File: config.mk
export PLATFORM = sky130hd
export DESIGN_NAME = unified_mem_arbiter
export DESIGN_NICKNAME = d
export VERILOG_FILES = /design/src/rtl/unified_mem_arbiter.sv
export SDC_FILE = /design/constraint.sdc
export NUM_CORES = 1
export LEC_CHECK = 0
export ABC_AREA = 1
export CAP_MARGIN = 25
export CORE_ASPECT_RATIO = 1.2
export CORE_MARGIN = 2
export CORE_UTILIZATION = 45
export DETAILED_ROUTE_END_ITERATION = 12
export PLACE_DENSITY = 0.88
export SYNTH_ARGS = -nofsm -noshare
export SYNTH_HDL_FRONTEND = slang
export SYNTH_SLANG_ARGS = --single-unit
File: constraint.sdc
create_clock -name clk -period 3.5 [get_ports clk]
set_input_delay 0.35 -clock clk [delete_from_list [all_inputs] [get_ports clk]]
set_output_delay 0.35 -clock clk [all_outputs]
set_load 0.01 [all_outputs]
File: src/rtl/unified_mem_arbiter.sv
// Arbiter sharing one single-ported fixed-latency memory between fetch (IF) and data (DM).
// Data wins by default; a saturating starvation counter forces a fetch grant after STARVE_MAX losses.
module unified_mem_arbiter #(
  parameter int unsigned ADDR_W     = 32,
  parameter int unsigned DATA_W     = 32,
  parameter int unsigned MEM_LAT    = 1,
  parameter int unsigned STARVE_MAX = 4
) (
  input  logic              clk,
  input  logic              rst,
  input  logic              if_req,
  input  logic [ADDR_W-1:0] if_addr,
  output logic [DATA_W-1:0] if_rdata,
  output logic              if_ack,
  output logic              if_stall,
  input  logic              dm_req,
  input  logic              dm_we,
  input  logic [2:0]        dm_func3,
  input  logic [ADDR_W-1:0] dm_addr,
  input  logic [DATA_W-1:0] dm_wdata,
  output logic [DATA_W-1:0] dm_rdata,
  output logic              dm_ack,
  output logic              dm_stall,
  output logic              mem_en,
  output logic              mem_we,
  output logic [2:0]        mem_func3,
  output logic [ADDR_W-1:0] mem_addr,
  output logic [DATA_W-1:0] mem_wdata,
  input  logic [DATA_W-1:0] mem_rdata,
  output logic              busy
);

  typedef enum logic [1:0] {StIdle, StIssue, StWait, StResp} state_e;

  state_e            state_q, state_d;
  logic              grant, grant_dm;
  logic              owner_dm_q;
  logic              we_q;
  logic [2:0]        wait_cnt_q;
  logic [3:0]        starve_q;
  logic [2:0]        func3_q;
  logic [ADDR_W-1:0] addr_q;
  logic [DATA_W-1:0] wdata_q;
  logic [DATA_W-1:0] if_rdata_q, dm_rdata_q;
  logic              if_ack_q, dm_ack_q;

  always_comb begin
    state_d  = state_q;
    grant    = 1'b0;
    grant_dm = 1'b0;
    unique case (state_q)
      StIdle: begin
        if (dm_req || if_req) begin
          grant    = 1'b1;
          // Fetch wins only when it is also requesting and has lost STARVE_MAX times in a row.
          grant_dm = dm_req && !(if_req && (starve_q == 4'(STARVE_MAX)));
          state_d  = StIssue;
        end
      end
      StIssue: state_d = StWait;
      StWait:  if (wait_cnt_q == 3'd1) state_d = StResp;
      StResp:  state_d = StIdle;
      default: state_d = StIdle;
    endcase
  end

  always_ff @(posedge clk) begin
    if (rst) begin
      state_q    <= StIdle;
      owner_dm_q <= 1'b0;
      we_q       <= 1'b0;
      wait_cnt_q <= '0;
      starve_q   <= '0;
      func3_q    <= '0;
      addr_q     <= '0;
      wdata_q    <= '0;
    end else begin
      state_q <= state_d;
      if (grant) begin
        owner_dm_q <= grant_dm;
        we_q       <= grant_dm & dm_we;
        addr_q     <= grant_dm ? dm_addr : if_addr;
        func3_q    <= grant_dm ? dm_func3 : 3'b010;
        wdata_q    <= grant_dm ? dm_wdata : '0;
        if (!grant_dm) begin
          starve_q <= '0;
        end else if (if_req && (starve_q < 4'(STARVE_MAX))) begin
          starve_q <= starve_q + 4'd1;
        end
      end
      if (state_q == StIssue) wait_cnt_q <= 3'(MEM_LAT);
      if (state_q == StWait)  wait_cnt_q <= wait_cnt_q - 3'd1;
    end
  end

  // Read data and acks are registered; they update on the last WAIT cycle so they are seen in RESP.
  always_ff @(posedge clk) begin
    if (rst) begin
      if_rdata_q <= '0;
      dm_rdata_q <= '0;
      if_ack_q   <= 1'b0;
      dm_ack_q   <= 1'b0;
    end else begin
      if_ack_q <= 1'b0;
      dm_ack_q <= 1'b0;
      if ((state_q == StWait) && (wait_cnt_q == 3'd1)) begin
        if (owner_dm_q) begin
          dm_ack_q <= 1'b1;
          if (!we_q) dm_rdata_q <= mem_rdata;
        end else begin
          if_ack_q   <= 1'b1;
          if_rdata_q <= mem_rdata;
        end
      end
    end
  end

  assign mem_en    = (state_q == StIssue);
  assign mem_we    = mem_en & we_q;
  assign mem_func3 = func3_q;
  assign mem_addr  = addr_q;
  assign mem_wdata = wdata_q;
  assign busy      = (state_q != StIdle);
  assign if_rdata  = if_rdata_q;
  assign dm_rdata  = dm_rdata_q;
  assign if_ack    = if_ack_q;
  assign dm_ack    = dm_ack_q;
  assign if_stall  = if_req & ~if_ack_q;
  assign dm_stall  = dm_req & ~dm_ack_q;

endmodule

-- Word-level counts from Yosys, hierarchy flattened
Index checks and enable logic that the tools add are counted.
- bits in registers: 144
- logic and storage cells: 62
- add/sub/neg operators: 2
- order comparisons: 1
- equal/unequal tests: 8
- mux-type cells: 16
- bitwise gates (word level): 9
- reductions and logical operators: 14
- operators by type and width (cell ; number):
    $mux 32 ; 2
    $mux 3 ; 3
    $mux 4 ; 2
    $pmux 2 s4 ; 1
    $mux 1 ; 6
    $reduce_and 2->1 ; 3
    $not 1->1 ; 5
    $add 4x1->4 const B ; 1
    $and 1x1->1 ; 4
    $eq 2x2->1 const B ; 2
    $eq 4x3->1 const B ; 1
    $logic_and 1x1->1 ; 4
    $lt 4x3->1 const B ; 1
    $mux 2 ; 2
    $ne 2x1->1 const B ; 2
    $reduce_bool 2->1 ; 2
    $eq 3x1->1 const B ; 1
    $reduce_and 3->1 ; 1
    $sub 3x1->3 const B ; 1
    $eq 2x1->1 const B ; 1
    $logic_not 2->1 ; 1
    $ne 2x2->1 const B ; 1
    $reduce_or 2->1 ; 1
    $logic_not 1->1 ; 1
    $logic_or 1x1->1 ; 1

-- Longest topological paths before layout
- word-level depth: 8
- mapped depth: 11
- mapped depth without buffers: 10

-- Worst setup path after synthesis
No wires, ideal clock.
- path type: flip-flop to flip-flop
- start: register state_q[0]
- end: register addr_q[10], in the netlist mem_addr[10]
- library setup time: 0.109 ns
- data arrival time: 1.313 ns
- setup slack: 2.078 ns
- stages on the path, launching flop included: 10
- cell sequence: dfxtp_1 -> inv_1 -> ha_1 -> inv_2 -> a21oi_4 -> buf_6 -> buf_4 -> nand3_1 -> nand2_1 -> inv_1
- longest elaborated chain between the ends: 3
- elaborated cells on any way between the ends: 4
- ends and longest elaborated chain (what ; line ; source):
    from (decl) ; 35 ; state_e state_q, state_d;
    from (signal assigned) ; 69 ; state_q <= StIdle;
    from (signal assigned) ; 78 ; state_q <= state_d;
    $logic_not 2->1 (*) ; 51 ; unique case (state_q)
    $mux 1 ; 51 ;
    $mux 32 ; 82 ; addr_q <= grant_dm ? dm_addr : if_addr;
    to (signal assigned) ; 82 ;
    to (decl) ; 42 ; logic [ADDR_W-1:0] addr_q;
Every way passes the cells marked *; elsewhere a longest branch is shown, timed or not.
A chain may end at the register's enable or synchronous reset.

-- Worst setup path after layout
- start: register starve_q[0]
- end: register starve_q[2]
- longest elaborated chain between the ends: 8
- elaborated cells on any way between the ends: 13
- ends and longest elaborated chain (what ; line ; source):
    from (decl) ; 40 ; logic [3:0] starve_q;
    from (signal assigned) ; 88 ; starve_q <= starve_q + 4'd1;
    $eq 4x3->1 ; 56 ; grant_dm = dm_req && !(if_req && (starve_q == 4'(STARVE_MAX)));
    $logic_and 1x1->1 ; 56 ;
    $logic_not 1->1 ; 56 ;
    $logic_and 1x1->1 ; 56 ;
    $mux 1 ; 53 ; if (dm_req || if_req) begin
    $mux 1 ; 51 ;
    $ne 2x1->1 (no line) ; -- ;
    $reduce_and 2->1 (no line) ; -- ;
Several ways; a longest one is shown, not always the timed one. The select of a mux whose other input is x is not followed.

==> flow_summary.yaml <==
detailed_routing:
  drt_iter0_markers: 449
  vias: 6007
  firstDrtPassIters: 5
  wl_per_cell_um: 14.54
  wl_um: 17870
  ant_nets: 0
  viasPerCell: 4.888
  drc: 0
cts:
  cts_resized: 0
  root_buffer: "clkbuf_16"
  cts_buffer_depth: 2
  clk_pin_slew_worst_paths_ns: 0.06
  cts_sinks: 144
  numCtsBuffers: 17
  insertion_delay_ns: 0.42
  cts_max_level: 4
  post_cts_buffers: 0
  cts_tree: "built"
  postCtsHoldBufs: 0
timing:
  timing.fmax_mhz: 448.3
  rsz0062_at_grt: "false"
  final-max-slew-violation-count: 0
  finalSetupViolCount: 0
  period_share_pct: 63.74
  fin_ws_ns: 1.269
  tns_ns: 0
  slew_headroom_pct: 51.63
  worst_slew_pin_slew_ns: 0.7245
  fin_crit_ns: 2.231
  final-hold-violation-count: 0
  clock_skew_ns: 0.01132
worst_setup_path:
  crit_fanout: 37
  critPathKind: "reg -> reg"
  endpoint_kind: "flop"
  cp-start-kind: "flop"
  crit_required_ns: 3.84
  crit_arrival_ns: 2.57
floorplan:
  fp.dieArea_mm2: 0.01421
  core_mm2: 0.01307
  num_rows: 46
  fp.dieW_um: 109.2
  die_h_um: 130.2
  initial_core_util_pct: 45.70
  ioPinCount: 274
pwr:
  p_int_uw: 4366
  power_density_mw_per_mm2: 718.8
  power.share.clock_pct: 26.0
  p_leak_uw: 0.003965
  peakVddDrop_mv: 0.4736
  switching_share_pct: 34.45
  pwr-share-comb_pct: 39.5
  p_sw_uw: 2295
  p_seq_share_pct: 34.5
layout:
  diodes: 0
  final_nets: 1192
  fillCellCount: 1041
  synthToLayoutAreaGrowth_pct: 55.20
  drive_above_1_share_pct: 7.729
logic_synthesis:
  netlist_area_mm2: 0.005971
  yosysSeqAreaShare_pct: 48.28
  yosysTopAreaCell: "dfxtp_1"
  yosys_warnings: 0
  synth.avg_cell_area_um2: 7.473
  synth-edff-count: 0
  synthCells: 799
  syn_nets: 942
  synth_cell_types: 23
  yosys-top-cells-area: "dfxtp_1 (48%), nor2_1 (17%), nand3_1 (6.3%)"
  synthArstFlopShare_pct: 0
  ys.flop_type: "dfxtp_1"
  synth_top_area_share_pct: 48.28
  ys_seq_elements: 144
placement:
  routabilityCongestion: 0.8154
  io_buffers: 273
  dpl.hpwl_um: 12100
  pre_cts_slack_ns: 0.9599
grt:
  grt_max_degree: 98
  grt_pass1_wl_um: 27130
  antenna_found_initial: 0
  overflow: 0
  grt_usage_pct: 24.51
  grt_pass1_vias: 5627
run_status:
  status: "complete, no violations"
worst_hold_path:
  min_path_type: "reg -> reg"
run:
  max_cap_viol_count: 0
==> state kept, by name, indices dropped and copies added (netlist names) <==
signal      cells
dm_rdata       32
mem_addr       32
if_rdata       32
state_q         2
dm_ack          1
mem_wdata      32
we_q            1
mem_func3       3
starve_q        4
wait_cnt_q      3
if_ack          1
owner_dm_q      1
==> layout by cell type, fill, tap and decap left out, drive strengths merged <==
master	instances
clkdlybuf4s50	273
nor2	272
dfxtp	144
nand2	81
nand3	75
o21ai	69
inv	55
nor3	35
clkbuf	23
a21oi	9
ha	7
buf	7
clkinv	5
clkinvlp	2
a31oi	1
nand3b	1
and3	1
bufinv	1
==> routing by layer <==
metal,track usage [%],vias up,part of all wire [%]
li1,-,3018,-
met1,26.35,2712,38
met2,42.89,241,50
met3,8.691,36,9.8
met4,11.16,0,2.6
met5,0,-,0
==> Yosys cell counts (2+ instances only) <==
cell type	n
inv_1	48
nand3_1	75
nor2_1	270
nor3_1	3
o21ai_1	7
nor3_2	32
dfxtp_1	144
nand2_1	77
clkbuf_1	16
inv_2	7
a21oi_1	8
o21ai_0	62
nand2_4	4
buf_6	10
nor2_2	2
ha_1	7
buf_2	16
buf_4	6
==> worst max-delay path, cell delays in order, from the launching register on <==
cell     delay [ns]
dfxtp_1        0.38
inv_1          0.06
ha_1           0.18
nand2_1        0.06
inv_1          0.06
nand2_4        0.32
nand2_4        0.34
nand2_4        0.18
nand2_4        0.30
a21oi_1        0.24
==> layout make-up <==
cell class | instances | area (um^2) | area share, %
multi-input combinational | 551 | 2580 | 27.84
timing repair buffer | 280 | 2818 | 30.41
clock inverter | 8 | 81.33 | 0.8777
tap | 168 | 210.2 | 2.268
sequential | 144 | 2883 | 31.11
inverter | 55 | 206.4 | 2.228
clock buffer | 23 | 488.0 | 5.266
==> power groups by stage <==
| stage | sequential, uW | combinational, uW | clock, uW |
|---|---|---|---|
| 3_5_place_dp | 2320 | 2620 | 0 |
| 3_3_place_gp | 2300 | 2560 | 0 |
| 2_1_floorplan | 2480 | 1320 | 0 |
| 4_1_cts | 2300 | 2650 | 1760 |
| 5_1_grt | 2340 | 2900 | 1830 |
| 6_report | 2300 | 2630 | 1730 |
==> metrics by stage <==
step	cell area, um^2	util [%]	hold slack (ns)	cells	power, uW
after floorplan	5971	-	0.4436	799	3808
after global placement	8670	66.36	0.4482	1197	4866
after detailed placement	8670	66.36	0.4538	1197	4939
after CTS	9239	70.71	0.4626	1228	6708
after global routing	9266	70.93	0.4979	1229	7064
final	9266	70.93	0.4602	1229	6660
==> cells by family after synthesis <==
family	count (synthesis)	share of synthesized area [%]
AND/OR/NAND/NOR	465	34.91
flip-flops	144	48.28
buffers and inverters	104	8.508
AO/OA/AOI/OAI	79	6.832
adder cells (fa/ha/maj)	7	1.467
==> final timing paths <==
kind | from | endpoint | slack [ns] | depth (start not counted)
max | starve_q[0] | starve_q[2] | 1.27 | 9
min | mem_wdata[1] | mem_wdata[1] | 0.46 | 2
max reg2reg | starve_q[0] | starve_q[2] | 1.27 | 9
min reg2reg | mem_wdata[1] | mem_wdata[1] | 0.46 | 2
Power figures use the tool's default switching activity.
